[config.mk]
export PLATFORM = sky130hd
export DESIGN_NAME = muldiv_unit
export DESIGN_NICKNAME = d
export VERILOG_FILES = /design/src/rtl/muldiv_unit.sv
export SDC_FILE = /design/constraint.sdc
export NUM_CORES = 1
export LEC_CHECK = 0
export ABC_AREA = 1
export CORE_UTILIZATION = 50
export CTS_CLUSTER_DIAMETER = 50
export CTS_CLUSTER_SIZE = 20
export DETAILED_ROUTE_END_ITERATION = 8
export HOLD_SLACK_MARGIN = 0.05
export PLACE_DENSITY = 0.79
export SLEW_MARGIN = 20
export SYNTH_ARGS = -nofsm -noshare
export SYNTH_HDL_FRONTEND = slang
export SYNTH_SLANG_ARGS = --single-unit
[constraint.sdc]
create_clock -name clk -period 6.4 [get_ports clk]
set_input_delay 1.28 -clock clk [delete_from_list [all_inputs] [get_ports clk]]
set_output_delay 1.28 -clock clk [all_outputs]
set_load 0.05 [all_outputs]
[src/rtl/muldiv_unit.sv]
// Iterative RV32M/RV64M multiply/divide unit with valid/ready request and response handshakes.
// Optional MULDIV_FAST_MUL_EN replaces the shift-add multiplier with a single-cycle product at accept.
module muldiv_unit #(
  parameter  int XLEN  = 32,
  localparam int CNT_W = $clog2(XLEN) + 1
) (
  input  logic            clk,
  input  logic            rst_n,
  input  logic            flush,
  input  logic            req_valid,
  output logic            req_ready,
  input  logic [2:0]      req_op,
  input  logic [XLEN-1:0] req_op1,
  input  logic [XLEN-1:0] req_op2,
  output logic            resp_valid,
  input  logic            resp_ready,
  output logic [XLEN-1:0] resp_result
);

  localparam logic [2:0]      OP_MUL    = 3'd0;
  localparam logic [2:0]      OP_MULH   = 3'd1;
  localparam logic [2:0]      OP_MULHSU = 3'd2;
  localparam logic [2:0]      OP_DIV    = 3'd4;
  localparam logic [2:0]      OP_REM    = 3'd6;
  localparam logic [XLEN-1:0] MIN_NEG   = {1'b1, {(XLEN-1){1'b0}}};

  typedef enum logic [1:0] {IDLE, CALC, DONE} state_t;

  state_t              state_q, state_d;
  logic [CNT_W-1:0]    cnt_q, cnt_d;
  logic [2:0]          op_q, op_d;
  logic                neg_q, neg_d;
  logic [XLEN-1:0]     a_q, a_d;
  logic [2*XLEN-1:0]   prod_q, prod_d;
  logic [XLEN-1:0]     result_q, result_d;

  logic                accept;
  logic                s1, s2, neg_res;
  logic                div0, ovf, mulz, early, go_done;
  logic [XLEN-1:0]     mag1, mag2, early_val;
  logic [XLEN:0]       div_sh, div_diff;

  function automatic logic [XLEN-1:0] abs_if(input logic [XLEN-1:0] v, input logic neg);
    return neg ? -v : v;
  endfunction

  // Sign fix-up and result selection once the magnitude iterations are complete.
  function automatic logic [XLEN-1:0] select_result(input logic [2:0] op, input logic neg,
                                                    input logic [2*XLEN-1:0] prod);
    logic [2*XLEN-1:0] p;
    logic [XLEN-1:0]   v;
    if (!op[2]) begin
      p = neg ? -prod : prod;
      v = (op == OP_MUL) ? p[XLEN-1:0] : p[2*XLEN-1:XLEN];
    end else begin
      v = op[1] ? prod[2*XLEN-1:XLEN] : prod[XLEN-1:0];
      v = neg ? -v : v;
    end
    return v;
  endfunction

  assign accept = req_valid & req_ready & ~flush;

  // Operand preparation: signed operands become magnitudes, result sign kept separately.
  assign s1      = ((req_op == OP_MULH) || (req_op == OP_MULHSU) || (req_op == OP_DIV) ||
                    (req_op == OP_REM)) & req_op1[XLEN-1];
  assign s2      = ((req_op == OP_MULH) || (req_op == OP_DIV) || (req_op == OP_REM)) &
                   req_op2[XLEN-1];
  assign neg_res = (req_op[2] & req_op[1]) ? s1 : (s1 ^ s2);
  assign mag1    = abs_if(req_op1, s1);
  assign mag2    = abs_if(req_op2, s2);

  assign div0  = req_op[2] & (req_op2 == '0);
  assign ovf   = req_op[2] & ~req_op[0] & (req_op1 == MIN_NEG) & (req_op2 == '1);
  assign mulz  = ~req_op[2] & ((req_op1 == '0) | (req_op2 == '0));
  assign early = div0 | ovf | mulz;

  always_comb begin
    early_val = '0;
    if (div0)     early_val = req_op[1] ? req_op1 : '1;
    else if (ovf) early_val = req_op[1] ? '0 : MIN_NEG;
  end

`ifdef MULDIV_FAST_MUL_EN
  logic [XLEN:0]     fa, fb;
  logic [2*XLEN-1:0] fast_prod;
  logic [XLEN-1:0]   fast_val;

  assign fa        = {s1 | (req_op == OP_MULH) & req_op1[XLEN-1] | (req_op == OP_MULHSU) & req_op1[XLEN-1], req_op1};
  assign fb        = {(req_op == OP_MULH) & req_op2[XLEN-1], req_op2};
  assign fast_prod = {{(XLEN-1){fa[XLEN]}}, fa} * {{(XLEN-1){fb[XLEN]}}, fb};
  assign fast_val  = (req_op == OP_MUL) ? fast_prod[XLEN-1:0] : fast_prod[2*XLEN-1:XLEN];
  assign go_done   = early | ~req_op[2];
`else
  logic [XLEN:0]     mul_sum;
  assign go_done   = early;
`endif

  // State register
  always_ff @(posedge clk or negedge rst_n) begin
    if (!rst_n) state_q <= IDLE;
    else        state_q <= state_d;
  end

  // Next-state logic
  always_comb begin
    state_d = state_q;
    case (state_q)
      IDLE:    if (accept) state_d = go_done ? DONE : CALC;
      CALC:    if (cnt_q == '0) state_d = DONE;
      DONE:    if (resp_ready) state_d = IDLE;
      default: state_d = IDLE;
    endcase
    if (flush) state_d = IDLE;
  end

  // Handshake outputs
  always_comb begin
    req_ready  = (state_q == IDLE);
    resp_valid = (state_q == DONE);
  end

  assign resp_result = result_q;

  // Datapath: multiplier/divisor in a_q, product or {remainder, quotient} in prod_q.
  always_comb begin
    op_d     = op_q;
    neg_d    = neg_q;
    a_d      = a_q;
    prod_d   = prod_q;
    cnt_d    = cnt_q;
    result_d = result_q;
    div_sh   = '0;
    div_diff = '0;
`ifndef MULDIV_FAST_MUL_EN
    mul_sum  = '0;
`endif
    case (state_q)
      IDLE: begin
        if (accept) begin
          op_d   = req_op;
          neg_d  = neg_res;
          a_d    = req_op[2] ? mag2 : mag1;
          prod_d = {{XLEN{1'b0}}, (req_op[2] ? mag1 : mag2)};
          cnt_d  = CNT_W'(XLEN);
          if (early) result_d = early_val;
`ifdef MULDIV_FAST_MUL_EN
          else if (!req_op[2]) result_d = fast_val;
`endif
        end
      end
      CALC: begin
        if (cnt_q != '0) begin
          cnt_d = cnt_q - 1'b1;
          if (op_q[2]) begin
            div_sh   = {prod_q[2*XLEN-1:XLEN], prod_q[XLEN-1]};
            div_diff = div_sh - {1'b0, a_q};
            if (!div_diff[XLEN]) prod_d = {div_diff[XLEN-1:0], prod_q[XLEN-2:0], 1'b1};
            else                 prod_d = {div_sh[XLEN-1:0], prod_q[XLEN-2:0], 1'b0};
          end else begin
`ifndef MULDIV_FAST_MUL_EN
            mul_sum = {1'b0, prod_q[2*XLEN-1:XLEN]} + (prod_q[0] ? {1'b0, a_q} : '0);
            prod_d  = {mul_sum, prod_q[XLEN-1:1]};
`endif
          end
        end else begin
          result_d = select_result(op_q, neg_q, prod_q);
        end
      end
      default: ;
    endcase
  end

  always_ff @(posedge clk or negedge rst_n) begin
    if (!rst_n) begin
      cnt_q    <= '0;
      op_q     <= '0;
      neg_q    <= 1'b0;
      a_q      <= '0;
      prod_q   <= '0;
      result_q <= '0;
    end else begin
      cnt_q    <= cnt_d;
      op_q     <= op_d;
      neg_q    <= neg_d;
      a_q      <= a_d;
      prod_q   <= prod_d;
      result_q <= result_d;
    end
  end

endmodule

==> results of run 1 <==
[logic make-up (layout without fill, tap and decap cells)]
logic type,count (synthesis),in the layout,share of synthesized area
AO/OA/AOI/OAI,585,585,0.180
flip-flops,140,140,0.191
adder cells (fa/ha/maj),73,73,0.0506
XOR/XNOR,72,72,0.0344
other,0,1,0
AND/OR/NAND/NOR,1868,1868,0.431
buffers and inverters,512,552,0.113
[placed cells by master, fill, tap and decap left out, types with 5 or more instances in the layout]
cell	Yosys	layout
buf_4	7	17
xnor2_1	22	22
nor3_1	42	42
o21ai_1	31	31
a22oi_1	21	21
nand3b_1	11	11
a21oi_1	216	216
xor2_1	50	50
nand4_1	44	44
a21o_1	6	6
o21ai_0	208	208
clkdlybuf4s50_1	0	104
a31oi_1	12	12
inv_2	15	15
nor2_1	453	451
o21bai_1	5	5
nand2_1	927	927
inv_1	383	383
clkbuf_16	0	17
nor2_2	16	16
or2_2	7	7
o21ai_2	15	15
o21a_1	8	8
nand2_2	12	12
o211ai_1	32	32
o221ai_1	10	10
a21oi_2	10	10
nor2_4	7	9
dfrtp_1	140	137
ha_1	71	71
nand3_1	328	328
[state kept, by name, indices dropped and copies added (netlist names)]
| name | count |
|---|---|
| resp_result | 32 |
| cnt_q | 6 |
| neg_q | 1 |
| a_q | 32 |
| op_q | 3 |
| state_q | 2 |
| prod_q | 64 |
[per-stage QoR]
stage / hold WS, ps / instance area (um2) / power [mW] / cells
floorplan: 462 / 18300 / 8.09 / 3250
global placement: 476 / 19500 / 10.7 / 3719
detailed placement: 473 / 19500 / 10.7 / 3719
CTS: 500 / 20100 / 11.8 / 3751
global route: 531 / 20100 / 13.0 / 3751
finish: 491 / 20100 / 12.2 / 3752
[metal layers]
layer | vias up | track usage | wire, um
met2 | 1637 | 0.592 | 31300
li1 | 10600 | - | -
met5 | - | 0 | 11
met1 | 10200 | 0.578 | 32000
met3 | 243 | 0.0917 | 10800
met4 | 2 | 0.214 | 4580
[critical path: cells and delay by family, from the launching register on]
family / cells / cell delay, ps
adders and majority gates: 2 / 680
buffers and inverters: 2 / 330
AOI/OAI and AO/OA: 1 / 100
and+or+nand+nor: 12 / 2280
DFF: 1 / 470
[power by group]
group	internal, mW	switching [mW]
registers	1.31	0.920
logic	2.73	6.24
clock network	0.569	0.430
[how the worst max path moves through the flow]
stage	startpoint	endpoint	slack, ps	depth (start not counted)
floorplan	req_op2[0]	resp_result[23]$_DFFE_PN0P_	3560	15
global placement	req_op1[0]	resp_result[30]$_DFFE_PN0P_	2080	13
detailed placement	req_op1[0]	resp_result[31]$_DFFE_PN0P_	2010	13
CTS	req_op1[0]	resp_result[31]$_DFFE_PN0P_	2490	15
global route	req_op1[0]	resp_result[15]$_DFFE_PN0P_	2110	15
finish	prod_q[31]$_DFFE_PN0P_	prod_q[42]$_DFFE_PN0P_	2380	17
[layout make-up]
class	instances	area, um2	share of cell area
clock inverters	12	111	0.00553
clock buffers	20	467	0.0232
diodes	1	2.50	0.000124
inverters	398	1490	0.0742
flip-flops and latches	140	3510	0.174
multi-input cells	2598	12800	0.635
well taps	461	577	0.0287
repair buffers	122	1180	0.0586
==> out/qor.log, run 1 <==
INFO  global_route   number_of_global_route_vias_before_repair=20300
INFO  cts            clkSlewWorstSetupHoldPaths=70ps
INFO  synth          synth_seq_cells=140
INFO  global_route   grt_use_total=0.414
INFO  synth          yosysSeqAreaShare=0.191
INFO  timing         timing.final.max_slew_violations=0
INFO  worst_hold_path hold_path.class=reg -> reg
INFO  synth          postSynth.topFlopCell=dfrtp_1
INFO  layout         layout-drive-gt1-share=0.0462
INFO  timing         setup_total_negative_slack=0ps
INFO  setup_path     timing_worst_setup_path_type=reg -> reg
INFO  synth          synth_commonest_cells=nand2_1, nor2_1, inv_1
INFO  pwr            power.ir.vdd_worst=0.508mV
INFO  setup_path     crit_path_cell_trace=inv_1 -> ha_1 -> fa_1 -> inv_1 -> nand3_1 -> nand2_1 -> nand2_1 -> nand2_1 -> nand3_1 -> nand2_2 -> nand2_1 -> nand2_1 -> nand2_1 -> nand2_1 -> nand3_1 -> nand3_1 -> o21ai_0
INFO  cts            clock_sink_count=140
INFO  timing         layout_setup_ws=2380ps
INFO  layout         fillers=3663
INFO  setup_path     cpMostUsedCell=nand2_1
INFO  die            io_pins=106
INFO  synth          share_of_the_synthesized_area_in_the_top_cell_type=0.191
INFO  setup_path     required_time_reported_for_the_critical_path_endpoint=6690ps
INFO  global_route   grt_pass1_wl=120000um
INFO  synth          main_area_contributors_after_synthesis=dfrtp_1, nand2_1, nor2_1, nand3_1, inv_1
INFO  worst_hold_path whs_path_depth=2
INFO  timing         timing_hold_violations_final=0
INFO  timing         period_share=0.628
INFO  detailed_routing detail_route.drc_violations=0
INFO  detailed_routing drtAntennaViolNets=0
INFO  cts            post_cts.repair.setup_buffers=0
INFO  setup_path     rr_worst_depth=17
INFO  synth          yosysUniqueCellTypes=54
INFO  placed_design  port-buffer-count=105
INFO  detailed_routing routed-via-count=22700
INFO  detailed_routing drt_iter0_drc=3252
INFO  synth          synth_enable_flop_cells=0
INFO  flow_run       drv_cap=0
INFO  synth          yosys.cell_count.top_type=nand2_1
INFO  die            core_area=0.0358mm2
INFO  cts            cts_repair_resize_count=0
INFO  global_route   gr-total-overflow=0
INFO  timing         clock_skew=16.0ps
INFO  setup_path     cp_slowest_cell=nand2_1
INFO  cts            insertion_delay=440ps
INFO  timing         max_freq=0.249GHz
INFO  cts            clock_path_buffers=2
INFO  timing         layout_min_cycle_time=4020ps
INFO  setup_path     element_type_at_the_critical_path_end=flop
INFO  layout         utilization_after_layout=0.562
INFO  timing         worstMarginPinSlew=1090ps
INFO  die            die-width=194um
INFO  detailed_routing routedWlPerCell=21.0um
INFO  timing         relative_slew_margins=0.269
INFO  setup_path     start_kind=flop
INFO  timing         finalSetupViolCount=0
INFO  setup_path     critical_path.reg2reg.startpoint=prod_q[31]$_DFFE_PN0P_
INFO  setup_path     critical-path-max-stage-delay=800ps
INFO  global_route   grt_max_degree=94
INFO  pwr            leakage_power_figure=9.89nW
INFO  synth          postSynth.asyncResetShare=1.00
INFO  setup_path     cp_data_arrival_time=4310ps
INFO  placed_design  finalWeightedCongestion=1.12
INFO  synth          yosysTopAreaCell=dfrtp_1
INFO  cts            cts-htree-levels=4
INFO  placed_design  place_ws=2010ps
INFO  layout         final_nets=3422
INFO  die            die_h=194um
INFO  detailed_routing routed_wl=78600um
INFO  cts            numCtsBuffers=17
INFO  synth          postSynthNetCount=3395
INFO  global_route   initial_antenna_violation_count=2
INFO  synth          yosys_warnings=0
INFO  timing         rsz0062_at_grt=no
INFO  placed_design  place.detailed.hpwl=61600um
INFO  pwr            pwr_density_cell=606mW/mm2
INFO  die            start_util=0.512
INFO  worst_hold_path hold-path-endpoint=resp_result[0]$_DFFE_PN0P_
INFO  cts            tritoncts=yes
INFO  detailed_routing vias_per_cell=6.06
INFO  setup_path     regToRegEndpoint=prod_q[42]$_DFFE_PN0P_
INFO  die            rows=69
INFO  layout         area_growth_syn_to_layout=9.72%
INFO  detailed_routing dr.pass1.iters=6
INFO  setup_path     critPathMaxFanout=30
INFO  setup_path     regToRegSetupSlack=2380ps
INFO  status         outcome=completed
INFO  synth          syn_area_per_cell=5.64um2
INFO  synth          syn-cell-area=0.0183mm2
INFO  cts            holdBufCountCts=0
INFO  cts            clk_root_buffer_cell=clkbuf_16
INFO  die            dieArea=0.0374mm2
INFO  worst_hold_path worstHoldStart=resp_result[0]$_DFFE_PN0P_
INFO  synth          postSynthCellCount=3250
Power figures use the tool's default switching activity.
==> run 2, diff against run 1 <==
--- a/config.mk
+++ b/config.mk
@@ -11,7 +11,7 @@
 export CTS_CLUSTER_SIZE = 20
 export DETAILED_ROUTE_END_ITERATION = 8
 export HOLD_SLACK_MARGIN = 0.05
-export PLACE_DENSITY = 0.79
+export PLACE_DENSITY = 0.81
 export SLEW_MARGIN = 20
 export SYNTH_ARGS = -nofsm -noshare
 export SYNTH_HDL_FRONTEND = slang
==> constraint.sdc (replaced) <==
create_clock -name clk -period 3.6 [get_ports clk]
set_input_delay 0.72 -clock clk [delete_from_list [all_inputs] [get_ports clk]]
set_output_delay 0.72 -clock clk [all_outputs]
set_load 0.05 [all_outputs]
==> run 2 against run 1 <==
Sequential power increased by 67%. Critical path depth rose by 1. Non-clock buffer count is 47 higher. Die area is the same. Power up 83%. Sequential cell count did not move. Global-route usage is 1.6 points higher. Register-to-register slack worse by 2100 ps. Largest cell class unchanged.
==> out/qor.log, run 2 (synthesis gave the netlist of run 1 again) <==
INFO  worst_hold_path hold_path.class=in -> async
INFO  layout         max_ffs_per_register=64 [unchanged]
INFO  cts            post_cts.repair.setup_buffers=0 [unchanged]
INFO  timing         period_share=0.930 [+0.302]
INFO  cts            clock_path_buffers=2 [unchanged]
INFO  die            io_pins=106 [unchanged]
INFO  layout         area_growth_syn_to_layout=12.1%
INFO  layout         layout-drive-gt1-share=0.0596 [+0.0134]
INFO  setup_path     cp_data_arrival_time=3740ps [-570 ps]
INFO  setup_path     required_time_reported_for_the_critical_path_endpoint=3990ps [-2700 ps]
INFO  timing         setup_total_negative_slack=0ps [unchanged]
INFO  cts            holdBufCountCts=0 [unchanged]
INFO  placed_design  place.detailed.hpwl=65100um [+5.7%]
INFO  cts            clock_sink_count=140 [unchanged]
INFO  detailed_routing detail_route.drc_violations=0 [unchanged]
INFO  die            start_util=0.512 [unchanged]
INFO  placed_design  post_dp_cell_area=0.0200mm2 [+2.1%]
INFO  placed_design  port-buffer-count=105 [unchanged]
INFO  setup_path     element_type_at_the_critical_path_end=flop
INFO  setup_path     crit_path_cell_trace=inv_1 -> fa_1 -> inv_1 -> nand3_1 -> nand2_1 -> nand2_1 -> nand2_1 -> nand3_1 -> nand2_2 -> nand2_1 -> nand2_1 -> nand2_1 -> nand2_1 -> buf_4 -> nand3_1 -> nand3_1 -> nand2_1 -> nand2_1
INFO  detailed_routing vias_per_cell=6.03 [-0.47%]
INFO  cts            cts_repair_resize_count=0 [unchanged]
INFO  timing         timing_hold_violations_final=0 [unchanged]
INFO  setup_path     rr_worst_depth=18 [+1]
INFO  global_route   initial_antenna_violation_count=1 [-1]
INFO  timing         rsz0062_at_grt=no
INFO  cts            numCtsBuffers=17 [unchanged]
INFO  die            dieArea=0.0374mm2 [unchanged]
INFO  die            core_area=0.0358mm2 [unchanged]
INFO  global_route   grt_max_degree=95 [+1.1%]
INFO  layout         final_nets=3469 [+1.4%]
INFO  timing         worstMarginPinSlew=844ps [-250 ps]
INFO  pwr            pwr_density_cell=1090mW/mm2 [+79%]
INFO  setup_path     cpMostUsedCell=nand2_1
INFO  pwr            leakage_power_figure=10.2nW [+2.6%]
INFO  die            rows=69 [unchanged]
INFO  die            die_h=194um [unchanged]
INFO  layout         final-seq-area=0.00351mm2 [unchanged]
INFO  timing         layout_min_cycle_time=3350ps [-673 ps]
INFO  detailed_routing drtAntennaViolNets=0 [unchanged]
INFO  pwr            power.ir.vdd_worst=0.727mV [+43%]
INFO  setup_path     timing_worst_setup_path_type=reg -> reg
INFO  die            die-width=194um [unchanged]
INFO  timing         finalSetupViolCount=0 [unchanged]
INFO  global_route   gr-total-overflow=0 [unchanged]
INFO  global_route   grt_pass1_wl=122000um [+2.3%]
INFO  cts            tritoncts=yes
INFO  detailed_routing routedWlPerCell=21.5um [+2.4%]
INFO  detailed_routing dr.pass1.iters=8 [+2]
INFO  timing         clock_skew=16.6ps [+0.692 ps]
INFO  setup_path     cp_slowest_cell=dfrtp_1
INFO  detailed_routing drt_iter0_drc=3075 [-5.4%]
INFO  detailed_routing routed-via-count=22900 [+0.80%]
INFO  cts            clkSlewWorstSetupHoldPaths=70ps [about the same]
INFO  layout         largest_register=prod_q
INFO  setup_path     critical-path-max-stage-delay=540ps [-260 ps]
INFO  layout         area_of_combinational_cells_with_multiple_inputs=0.0128mm2 [unchanged]
INFO  layout         postLayoutCellArea=0.0206mm2 [+2.1%]
INFO  timing         relative_slew_margins=0.437 [+0.168]
INFO  flow_run       drv_cap=0 [unchanged]
INFO  cts            cts-htree-levels=4 [unchanged]
INFO  layout         final_common_cell=nand2_1
INFO  layout         fillers=3753 [+2.5%]
INFO  setup_path     start_kind=flop
INFO  detailed_routing routed_wl=81500um [+3.7%]
INFO  timing         max_freq=0.299GHz [+20%]
INFO  global_route   number_of_global_route_vias_before_repair=20400 [+0.48%]
INFO  timing         timing.final.max_slew_violations=0 [unchanged]
INFO  global_route   grt_use_total=0.430 [+0.0160]
INFO  layout         layout.cells.most_common_list=nand2_1, nor2_1, inv_1, nand3_1, a21oi_1
INFO  cts            clk_root_buffer_cell=clkbuf_16
INFO  placed_design  finalWeightedCongestion=1.07 [-3.9%]
INFO  setup_path     critPathMaxFanout=15 [-50%]
INFO  cts            insertion_delay=460ps [+20 ps]
INFO  status         outcome=completed
## run 2: layout make-up
| cell class | count | area share |
|---|---|---|
| multi-input combinational | 2598 | 0.622 |
| sequential | 140 | 0.171 |
| timing repair buffer | 169 | 0.0776 |
| inverter | 398 | 0.0727 |
| tap | 461 | 0.0281 |
| clock buffer | 17 | 0.0207 |
| clock inverter | 15 | 0.00810 |
| antenna | 2 | 0.000244 |
## run 2: critical path: cells and delay by family (launching register included)
| family | cells | cell delay [ps] |
|---|---|---|
| buffers and inverters | 3 | 650 |
| AND/OR/NAND/NOR | 14 | 1600 |
| flip-flops | 1 | 540 |
| adder cells (fa/ha/maj) | 1 | 500 |
## run 2: routing by layer
metal	track usage	part of all wire	vias up
li1	-	-	10800
met1	0.606	0.41	10300
met5	0	0	-
met3	0.106	0.14	229
met4	0.206	0.053	0
met2	0.607	0.40	1610
## run 2: path summary, 6_finish.rpt
kind	startpoint	to	slack (ps)
worst min register to register	resp_result[0]$_DFFE_PN0P_	resp_result[0]$_DFFE_PN0P_	490
worst max-delay path	prod_q[32]$_DFFE_PN0P_	prod_q[63]$_DFFE_PN0P_	250
min in group clk	resp_result[0]$_DFFE_PN0P_	resp_result[0]$_DFFE_PN0P_	490
worst max register to register	prod_q[32]$_DFFE_PN0P_	prod_q[63]$_DFFE_PN0P_	250
max in group asynchronous	rst_n	prod_q[41]$_DFFE_PN0P_	2550
worst min-delay path	rst_n	cnt_q[3]$_DFFE_PN0P_	270
## run 2: where the power goes
group / internal [mW] / total [mW] / switching [mW]
registers: 2.33 / 3.72 / 1.39
logic: 5.13 / 16.8 / 11.6
clock network: 0.937 / 1.84 / 0.898
total: 8.39 / 22.3 / 13.9
## run 2: metrics by stage
| step | setup slack [ps] | total power [mW] | cells | utilization | hold slack [ps] |
|---|---|---|---|---|---|
| after CTS | 364 | 21.6 | 3798 | 0.573 | 320 |
| after detailed placement | 406 | 19.7 | 3766 | 0.557 | 465 |
| after global routing | 30.5 | 23.8 | 3798 | 0.573 | 343 |
| after global placement | 440 | 19.6 | 3766 | 0.557 | 475 |
| after floorplan | 976 | 14.4 | 3250 | - | 424 |
| final | 252 | 22.3 | 3800 | 0.574 | 268 |
